==> src/rtl/clk_div_multi.sv <==
// ---------------------------------------------------------------------------
// clk_div_multi
//
// Bank of N_CH independent programmable clock dividers sharing one clock.
// Each channel counts enabled cycles up to its active divisor. At that point
// it emits a one-cycle tick and toggles its square-wave output, so:
//   - tick period    = act_div + 1 cycles
//   - clk_out period = 2 * (act_div + 1) cycles, 50% duty
//
// A divisor written while a channel is running goes to a shadow register.
// It takes effect at the channel's next terminal count, so the output never
// glitches mid-period. A divisor written while the channel is disabled takes
// effect on the next cycle.
//
// Ports
//   clk       in   sole clock, everything updates on its rising edge
//   rst       in   synchronous active-high reset, highest priority
//   en        in   [N_CH]  per-channel count enable
//   sync_clr  in   phase-align pulse: restarts every channel from zero
//   cfg_we    in   single-cycle divisor write strobe
//   cfg_ch    in   [4]     channel targeted by cfg_we (>= N_CH is ignored)
//   cfg_div   in   [CNT_W] divisor value carried by cfg_we
//   clk_out   out  [N_CH]  registered square wave per channel
//   tick      out  [N_CH]  registered terminal-count pulse per channel
//   cfg_pend  out  [N_CH]  channel holds a written, not yet applied divisor
// ---------------------------------------------------------------------------
module clk_div_multi #(
    parameter int N_CH        = 4,
    parameter int CNT_W       = 32,
    parameter int DEFAULT_DIV = 1_579_993
) (
    input  logic             clk,
    input  logic             rst,
    input  logic [N_CH-1:0]  en,
    input  logic             sync_clr,
    input  logic             cfg_we,
    input  logic [3:0]       cfg_ch,
    input  logic [CNT_W-1:0] cfg_div,
    output logic [N_CH-1:0]  clk_out,
    output logic [N_CH-1:0]  tick,
    output logic [N_CH-1:0]  cfg_pend
);

    localparam logic [CNT_W-1:0] RESET_DIV = CNT_W'(DEFAULT_DIV);

    for (genvar i = 0; i < N_CH; i++) begin : g_ch
        logic [CNT_W-1:0] cnt;
        logic [CNT_W-1:0] act_div;
        logic [CNT_W-1:0] pend_div;
        logic             pend;
        logic             out_q;
        logic             tick_q;
        logic             wr;
        logic             term;

        // cfg_ch is only four bits and i < N_CH, so an index at or beyond
        // N_CH never matches any channel and the write is dropped.
        assign wr = cfg_we && (cfg_ch == 4'(i));

        // The comparison is >= rather than ==. If a retune lowers the divisor
        // below the running count, the channel still terminates on its next
        // enabled cycle instead of wrapping through the full counter range.
        assign term = en[i] && (cnt >= act_div);

        // Channel state. The config write is placed last in the block so its
        // nonblocking assignments take precedence over the clear and terminal
        // actions in the same cycle. As a result:
        //   - A write that coincides with a terminal count lands in the shadow
        //     register after the old shadow value has been applied, and pend
        //     stays set.
        //   - A write that coincides with sync_clr is applied after the clear.
        always_ff @(posedge clk) begin
            if (rst) begin
                cnt      <= '0;
                act_div  <= RESET_DIV;
                pend_div <= RESET_DIV;
                pend     <= 1'b0;
                out_q    <= 1'b0;
                tick_q   <= 1'b0;
            end else begin
                if (sync_clr) begin
                    cnt    <= '0;
                    out_q  <= 1'b0;
                    tick_q <= 1'b0;
                    if (pend) begin
                        act_div <= pend_div;
                    end
                    pend <= 1'b0;
                end else if (term) begin
                    cnt    <= '0;
                    out_q  <= ~out_q;
                    tick_q <= 1'b1;
                    if (pend) begin
                        act_div <= pend_div;
                        pend    <= 1'b0;
                    end
                end else begin
                    tick_q <= 1'b0;
                    if (en[i]) begin
                        cnt <= cnt + CNT_W'(1);
                    end
                end

                if (wr) begin
                    if (en[i]) begin
                        pend_div <= cfg_div;
                        pend     <= 1'b1;
                    end else begin
                        act_div <= cfg_div;
                        pend    <= 1'b0;
                    end
                end
            end
        end

        assign clk_out[i]  = out_q;
        assign tick[i]     = tick_q;
        assign cfg_pend[i] = pend;
    end

endmodule

==> config.mk <==
export PLATFORM = sky130hd
export DESIGN_NAME = clk_div_multi
export DESIGN_NICKNAME = d
export VERILOG_FILES = /design/src/rtl/clk_div_multi.sv
export SDC_FILE = /design/constraint.sdc
export NUM_CORES = 1
export LEC_CHECK = 0
export CELL_PAD_IN_SITES_DETAIL_PLACEMENT = 1
export CELL_PAD_IN_SITES_GLOBAL_PLACEMENT = 2
export CORE_ASPECT_RATIO = 1.5
export CORE_MARGIN = 2
export CORE_UTILIZATION = 30
export CTS_BUF_LIST = sky130_fd_sc_hd__clkbuf_16
export DETAILED_ROUTE_END_ITERATION = 6
export PLACE_DENSITY_LB_ADDON = 0.08
export SLEW_MARGIN = 40
export SYNTH_ARGS = -nofsm -noshare
export SYNTH_HDL_FRONTEND = slang
export SYNTH_SLANG_ARGS = --single-unit
export TNS_END_PERCENT = 50
==> constraint.sdc <==
create_clock -name clk -period 5.66 [get_ports clk]
set_input_delay 0.849 -clock clk [delete_from_list [all_inputs] [get_ports clk]]
set_output_delay 0.849 -clock clk [all_outputs]
set_load 0.05 [all_outputs]
==> results of run 1 <==
[critical path: stages (launching register included)]
cell      delay [ns]
dfxtp_1         0.44
inv_1           0.08
ha_1            0.28
nand2b_1        0.14
a2111o_1        0.42
a32o_1          0.27
o31ai_4         0.31
a21o_1          0.59
buf_4           0.35
mux2i_1         0.23
a211oi_1        0.09
[where the power goes]
part | switching [mW] | leakage, nW | internal, mW
sequential | 0.0150 | 3.20 | 2.81
combinational | 0.199 | 4.91 | 0.0742
clock | 1.23 | 0.714 | 1.58
[cell usage in the layout, fill, tap and decap left out, types with 53 or more instances in the layout]
cell / netlist / routed
nand2_1: 350 / 350
nor3_1: 59 / 59
mux2i_1: 88 / 88
a211oi_1: 92 / 92
a21oi_1: 136 / 136
ha_1: 132 / 132
dfxtp_1: 396 / 396
nand4_1: 53 / 53
xor2_1: 80 / 80
clkdlybuf4s50_1: 0 / 53
nand3_1: 85 / 85
inv_1: 148 / 158
nor2_1: 281 / 274
[metal layers]
layer	wire [um]	up-vias	global-route usage [%]
li1	-	7931	-
met1	28730	7625	24.59
met2	31040	159	33.21
met3	1512	82	2.421
met4	2192	0	7.202
met5	0	-	0
[worst max-delay path by stage]
stage / from / end / slack (ns) / cells past startpoint
after floorplan: en[1] / g_ch[1].cnt[29] / 3.11 / 8
after global placement: cfg_ch[0] / g_ch[0].act_div[20] / 1.86 / 6
after detailed placement: cfg_ch[3] / g_ch[0].pend_div[2] / 1.94 / 7
after CTS: g_ch[3].act_div[29] / g_ch[3].cnt[0] / 2.25 / 9
after global routing: g_ch[2].cnt[0] / g_ch[2].act_div[30] / 2.10 / 10
final: g_ch[2].cnt[0] / g_ch[2].act_div[31] / 2.31 / 10
[registers in the layout (all words and copies together), names as in the netlist]
name	cells
g_ch.act_div	128
g_ch.cnt	128
g_ch.out_q	4
g_ch.pend	4
g_ch.pend_div	128
g_ch.tick_q	4
[final cells by class]
type	instances	area, sq um	area share, %
Tap cell	812	1016	4.660
Sequential cell	396	7928	36.36
Inverter	148	555.5	2.548
Clock buffer	49	1226	5.624
Clock inverter	28	140.1	0.6428
Timing Repair Buffer	88	819.5	3.759
Multi-Input combinational cell	1627	10120	46.40
[metrics by stage]
step	std cells	util, %	power [mW]	hold WS, ns	worst slack (ns)
3_5_place_dp	3071	31.90	3.165	0.4472	1.940
2_1_floorplan	2335	-	3.025	0.4357	3.108
3_3_place_gp	3070	31.84	3.157	0.4419	1.862
6_report	3148	34.04	5.910	0.4546	2.311
5_1_grt	3148	34.04	6.154	0.4687	2.099
4_1_cts	3148	34.04	6.036	0.4554	2.251
[cell families (layout without fill, tap and decap cells)]
kind of cell,Yosys count,count (layout)
multiplexers,88,88
buffers and inverters,312,313
XOR/XNOR,127,127
AND/OR/NAND/NOR,945,945
adder cells (fa/ha/maj),132,132
AO/OA/AOI/OAI,335,335
flip-flops,396,396
==> out/metrics.csv, run 1 <==
metric,value,unit
min_period,3.349,ns
fp.dieW,211.3,um
min_to,g_ch[0].pend_div[15],
postCtsSetupBuffers,0,
synthMuxAreaShare,4.555,%
end_kind,register,
hold_path_class,register to register,
clk_latency,0.58,ns
worstHoldStart,g_ch[0].pend_div[15],
yosys-top-cells-count,"dfxtp_1, nand2_1, nor2_1, inv_1, a21oi_1",
vias,15800,
netlist_instances,2335,
place_congestion,0.7497,
dp_hpwl,44820,um
outcome,completed,
path_clk_slew,0.06,ns
final_area,21800,sq um
final_antenna_net_count,0,
synthArstFlopShare,0,%
rr_worst_depth,10,
antenna_cells,0,
io_buffers,55,
drcViolationCount,0,
synth_area_per_cell,8.281,sq um
fillers,7451,
rr_endpoint,g_ch[2].act_div[31],
fp.dieH,314.9,um
synth_edf_count,0,
h-tree-depth,2,
area_delta_synth_final,12.75,%
synth_cell_types,51,
finClkSkew,0.009952,ns
cts_resized,0,
crit_type,register to register,
peakVddDrop,0.1977,mV
synth_top_family_by_area,simple AND/OR/NAND/NOR gates,
start_util,30.19,%
rsz0062_at_grt,false,
yosysWarnings,0,
leakage,8.818,nW
grt_pass1_vias,16210,
grt-ovfl-total,0,
worstPathArrival,3.78,ns
p_per_area,271.1,nW/um^2
core-area,64040,sq um
synthTopCellsByArea,"dfxtp_1, ha_1, nand2_1, nor2_1, mux2i_1",
maxCapViolations,0,
rr_startpoint,g_ch[2].cnt[0],
synth_top_cell_by_area,dfxtp_1,
wire_per_inst,20.16,um
drv_slew,0,
cts_buffer_depth,3,
grt_max_degree,130,
tightest_slew,0.9049,ns
hold_buffers,0,
wl,63470,um
grt_pass1_wl,98750,um
tritoncts,built,
rows,114,
synth-main-ff-cell,dfxtp_1,
startpoint_type,register,
via_per_inst,5.018,
path_max_fanout,12,
slew_headroom,39.45,%
r2r_slack,2.31,ns
hold_viol_final,0,
placed_cell_area,20430,sq um
ys_seq_area_share,41.00,%
fmax,298.6,MHz
cts_buffers,46,
required,6.09,ns
synth-xor-area-share,5.753,%
setup_viol,0,
antenna_found_initial,0,
synth_fa_ha_area_share,8.541,%
ios,56,
track_usage,19.31,%
post-route-period-util,59.17,%
yosys_register_bits,396,
syn_area,19340,sq um
synth.top_cell.area_share,41.00,%
min_path_cells,2,
cts_num_sinks,396,
synth_compound_area_share,11.41,%
drt_iter0_drc,587,
tns,0,ns
nets,2483,
syn_nets,2511,
drive_gt1_share,4.623,%
die-area,66540,sq um
synthSimpleGateAreaFrac,21.86,%
root_buffer,clkbuf_16,
first_pass_iters,5,
yosysMostFrequentCell,dfxtp_1,
Power figures use the tool's default switching activity.
==> run 2: changes to the inputs <==
clock period = 3.25 ns   (was 5.66 ns; I/O delays follow)
==> run 2 against run 1 <==
Setup slack worse by 2.1 ns. Utilization grew 0.68 points. Cell area up 2.0%. Wire length up 0.16%. Die area unchanged. Global-route usage rose by 0.28 points. Hold slack lost 0.11 ns. Largest power group is now clock. Highest routed layer unchanged.
==> out/metrics.csv, run 2 (synthesis results as in run 1) <==
metric,value,unit,change
fp.dieH,314.9,um,unchanged
grt_pass1_vias,16380,,was 16210
post-route-util,34.73,%,was 34.04%
r2r_slack,0.25,ns,was 2.31 ns
clk_latency,0.61,ns,was 0.58 ns
start_util,30.19,%,unchanged
grt_max_degree,93,,was 130
core-area,64040,sq um,unchanged
wire_per_inst,19.98,um,was 20.16 um
wl,63570,um,was 63470 um
drcViolationCount,0,,unchanged
hold_viol_final,0,,unchanged
tns,0,ns,unchanged
required,3.75,ns,was 6.09 ns
slew_headroom,43.48,%,was 39.45%
cts_num_sinks,396,,unchanged
track_usage,19.59,%,was 19.31%
die-area,66540,sq um,unchanged
root_buffer,clkbuf_16,,unchanged
ios,56,,unchanged
dp_hpwl,44870,um,was 44820 um
maxCapViolations,0,,unchanged
final_common_cell,dfxtp_1,,unchanged
path_max_fanout,21,,was 12
h-tree-depth,2,,unchanged
antenna_cells,0,,unchanged
via_per_inst,5.033,,was 5.018
grt-ovfl-total,0,,unchanged
antenna_found_initial,1,,was 0
p_per_area,476.8,nW/um^2,was 271.1 nW/um^2
drt_iter0_drc,613,,was 587
outcome,completed,,unchanged
cts_buffer_depth,3,,unchanged
tightest_slew,0.8452,ns,was 0.9049 ns
nets,2512,,was 2483
finClkSkew,0.01658,ns,was 0.009952 ns
post-route-period-util,92.16,%,was 59.17%
fp.dieW,211.3,um,unchanged
rows,114,,unchanged
p_total,10.60,mW,was 5.910 mW
leakage,9.046,nW,was 8.818 nW
cts_buffers,46,,unchanged
crit_type,register to register,,unchanged
fmax,333.9,MHz,was 298.6 MHz
area_delta_synth_final,15.02,%,was 12.75%
fillers,7513,,was 7451
end_kind,register,,unchanged
io_buffers,55,,unchanged
postCtsSetupBuffers,0,,unchanged
hold_path_class,input port to register,,was register to register
fin_ws,0.2549,ns,was 2.311 ns
rsz0062_at_grt,false,,unchanged
layout_common_cells,"dfxtp_1, nand2_1, nor2_1, inv_1, a21oi_1",,unchanged
startpoint_type,register,,unchanged
first_pass_iters,4,,was 5
final_antenna_net_count,0,,unchanged
vias,16010,,was 15800
pre_cts_ws,0.2279,ns,was 1.940 ns
place_congestion,0.7535,,was 0.7497
setup_viol,0,,unchanged
drv_slew,0,,unchanged
path_clk_slew,0.06,ns,about the same
min_period,2.995,ns,was 3.349 ns
worstPathArrival,3.49,ns,was 3.78 ns
drive_gt1_share,5.825,%,was 4.623%
peakVddDrop,0.3144,mV,was 0.1977 mV
grt_pass1_wl,100000,um,was 98750 um
tritoncts,built,,unchanged
largest_registers,"g_ch.act_div x128, g_ch.cnt x128, g_ch.pend_div x128",,unchanged
-- run 2: cell types whose count changed in the layout (fill, tap and decap cells not counted), moves of 2 or more --
cell       previous run  this run
buf_4                31        48
buf_12                0        14
inv_1               158       155
nor2_1              274       277
and2_1                6         8
and2_2                2         0
bufinv_16             1         3
clkinv_1             10        12
clkinv_4              0         2
nor2_2                6         4
-- run 2: metrics by stage --
| step | area [sq um] | instances | hold slack [ns] |
|---|---|---|---|
| detailed placement | 20780 | 3100 | 0.4477 |
| global placement | 20790 | 3100 | 0.4414 |
| CTS | 22230 | 3181 | 0.3048 |
| finish | 22240 | 3181 | 0.3463 |
| floorplan | 19340 | 2335 | 0.4357 |
| global route | 22240 | 3181 | 0.3507 |
-- run 2: path summary, 6_finish.rpt --
check / start / to / depth (start not counted)
min: cfg_div[5] / g_ch[1].pend_div[5] / 3
max: g_ch[3].act_div[9] / g_ch[3].act_div[21] / 9
max reg2reg: g_ch[3].act_div[9] / g_ch[3].act_div[21] / 9
min reg2reg: g_ch[2].pend_div[21] / g_ch[2].pend_div[21] / 2
-- run 2: area by class of cell --
class                           instances  area, sq um  area share (%)
Inverter                              148        555.5           2.498
Clock buffer                           49         1226           5.513
Clock inverter                         32        225.2           1.013
Sequential cell                       396         7928           35.65
Multi-Input combinational cell       1627        10100           45.41
Tap cell                              812         1016           4.568
Timing Repair Buffer                  117         1190           5.350
-- run 2: layer usage --
| metal | wire, um | track usage [%] |
|---|---|---|
| met1 | 28520 | 24.64 |
| met2 | 31200 | 34.11 |
| met3 | 1644 | 2.749 |
| met4 | 2203 | 6.770 |
| met5 | 0 | 0 |
-- run 2: what timing repair did --
action                                  in CTS  in global routing
hold buffers                                 0                  0
resized for setup                            0                  1
endpoints found under the setup margin       0                 17
-- run 2: critical path, stage by stage (launching register included) --
cell and delay [ns]:
dfxtp_1 0.34, inv_1 0.05, ha_1 0.28, a21o_1 0.18, a31oi_1 0.21, nand3b_1 0.10, o311ai_1 0.49, a31o_2 0.78
mux2i_1 0.17, a211oi_1 0.29
-- run 2: power breakdown --
| group | total (mW) | switching, mW | leakage, nW | internal (mW) |
|---|---|---|---|---|
| Clock | 5.20 | 2.26 | 0.739 | 2.94 |
| Combinational | 0.492 | 0.346 | 5.11 | 0.146 |
| Sequential | 4.92 | 0.0252 | 3.20 | 4.89 |
| Total | 10.6 | 2.63 | 9.05 | 7.98 |
==> run 3: changes to the inputs <==
CORE_MARGIN = not set   (was 2)
TNS_END_PERCENT = 100   (was 50)
==> run 3 against run 2 <==
Sequential share of layout area grew 0.27 points. Global-route usage shrank 0.063 points. Register-to-register slack gained 0.02 ns. Flip-flop and latch count is the same. Cell area shrank 0.76%. Maximum frequency grew 0.72%. Critical endpoint is now g_ch[3].act_div[25].
==> out/metrics.csv, run 3 (synthesis results as in run 1) <==
metric,value,unit,change
area_delta_synth_final,14.15,%,was 15.02%
ios,56,,unchanged
postCtsSetupBuffers,0,,unchanged
finClkSkew,0.02031,ns,was 0.01658 ns
tns,0,ns,unchanged
worstHoldStart,g_ch[0].pend_div[31],,was cfg_div[5]
hold_path_class,register to register,,was input port to register
drt_iter0_drc,616,,was 613
rr_startpoint,g_ch[3].act_div[9],,unchanged
cts_num_sinks,396,,unchanged
start_util,30.46,%,was 30.19%
io_buffers,55,,unchanged
leakage,8.982,nW,was 9.046 nW
grt_pass1_vias,16380,,about the same
cts_buffers,45,,was 46
rsz0062_at_grt,false,,unchanged
final_common_cell,dfxtp_1,,unchanged
tightest_slew,0.8870,ns,was 0.8452 ns
final_cell_count_no_fill,3170,,was 3181
first_pass_iters,4,,unchanged
core-area,63480,sq um,was 64040 sq um
fp.dieH,312.9,um,was 314.9 um
fmax,336.3,MHz,was 333.9 MHz
wire_per_inst,19.94,um,was 19.98 um
h-tree-depth,2,,unchanged
final_area,22070,sq um,was 22240 sq um
place_inst,3094,,was 3100
antenna_cells,0,,unchanged
placed_cell_area,20760,sq um,was 20780 sq um
cts_resized,0,,unchanged
required,3.74,ns,was 3.75 ns
min_period,2.974,ns,was 2.995 ns
hold_viol_final,0,,unchanged
die-area,65490,sq um,was 66540 sq um
setup_viol,0,,unchanged
clk_latency,0.59,ns,was 0.61 ns
slew_headroom,40.68,%,was 43.48%
maxCapViolations,0,,unchanged
p_per_area,459.9,nW/um^2,was 476.8 nW/um^2
peakVddDrop,0.3247,mV,was 0.3144 mV
end_kind,register,,unchanged
largest_registers,"g_ch.act_div x128, g_ch.cnt x128, g_ch.pend_div x128",,unchanged
via_per_inst,5.068,,was 5.033
crit_type,register to register,,unchanged
path_clk_slew,0.06,ns,about the same
path_max_fanout,21,,unchanged
drv_slew,0,,unchanged
drcViolationCount,0,,unchanged
cts_buffer_depth,3,,unchanged
rows,113,,was 114
grt_pass1_wl,98690,um,was 100000 um
fillers,7464,,was 7513
final_antenna_net_count,0,,unchanged
root_buffer,clkbuf_16,,unchanged
grt-ovfl-total,0,,unchanged
fp.dieW,209.3,um,was 211.3 um
startpoint_type,register,,unchanged
hold_buffers,0,,unchanged
layout_common_cells,"dfxtp_1, nand2_1, nor2_1, inv_1, a21oi_1",,unchanged
outcome,completed,,unchanged
nets,2512,,unchanged
grt_max_degree,95,,was 93
track_usage,19.52,%,was 19.59%
place_congestion,0.7737,,was 0.7535
antenna_found_initial,1,,unchanged
p_total,10.15,mW,was 10.60 mW
post-route-util,34.77,%,was 34.73%
tritoncts,built,,unchanged
dp_hpwl,45040,um,was 44870 um
worstPathArrival,3.46,ns,was 3.49 ns
post-route-period-util,91.50,%,was 92.16%
vias,16060,,was 16010
cp-startpoint,g_ch[3].act_div[9],,unchanged
drive_gt1_share,5.624,%,was 5.825%
wl,63200,um,was 63570 um
## run 3: changes by cell type in the layout (fill, tap and decap cells not counted), sizes merged
cell,delta
clkdlybuf4s50,+1
bufinv,-3
clkinvlp,-1
clkbuf,-2
inv,+1
## run 3: final timing paths
check / to / slack [ns] / cells past startpoint
worst min-delay path: g_ch[0].pend_div[31] / 0.46 / 2
worst max-delay path: g_ch[3].act_div[25] / 0.28 / 9
worst max register to register: g_ch[3].act_div[25] / 0.28 / 9
worst min register to register: g_ch[0].pend_div[31] / 0.46 / 2
## run 3: power breakdown
part,total [mW],switching (mW),internal [mW]
Clock,4.74,2.15,2.59
Sequential,4.92,0.0256,4.89
Combinational,0.496,0.349,0.147
## run 3: final cells by class
cell class	count	area, sq um	area share [%]
multi-input combinational	1627	10090	45.73
timing repair buffer	118	1177	5.334
tap	805	1007	4.564
clock inverter	29	133.9	0.6066
inverter	148	555.5	2.517
sequential	396	7928	35.92
clock buffer	47	1176	5.329
## run 3: per-stage QoR
stage	hold slack [ns]	worst slack, ns
after floorplan	0.4357	0.7956
after global placement	0.4410	0.3215
after detailed placement	0.4482	0.2456
after CTS	0.4575	0.2201
after global routing	0.4718	0.03682
final	0.4562	0.2764
## run 3: worst max-delay path, cell delays in order, from the launching register on
cell	delay [ns]
dfxtp_1	0.33
inv_1	0.05
ha_1	0.29
a21o_1	0.19
a31oi_1	0.22
nand3b_1	0.11
o311ai_1	0.46
a31o_2	0.78
mux2i_1	0.16
a211oi_1	0.29
## run 3: layer usage
metal | vias up | wire length (um) | part of all wire, % | global-route usage [%]
met2 | 174 | 30400 | 48 | 33.55
met1 | 7792 | 28320 | 45 | 24.30
li1 | 8001 | - | - | -
met3 | 97 | 1744 | 2.8 | 2.655
met5 | - | 0 | 0 | 0
met4 | 0 | 2738 | 4.3 | 8.372
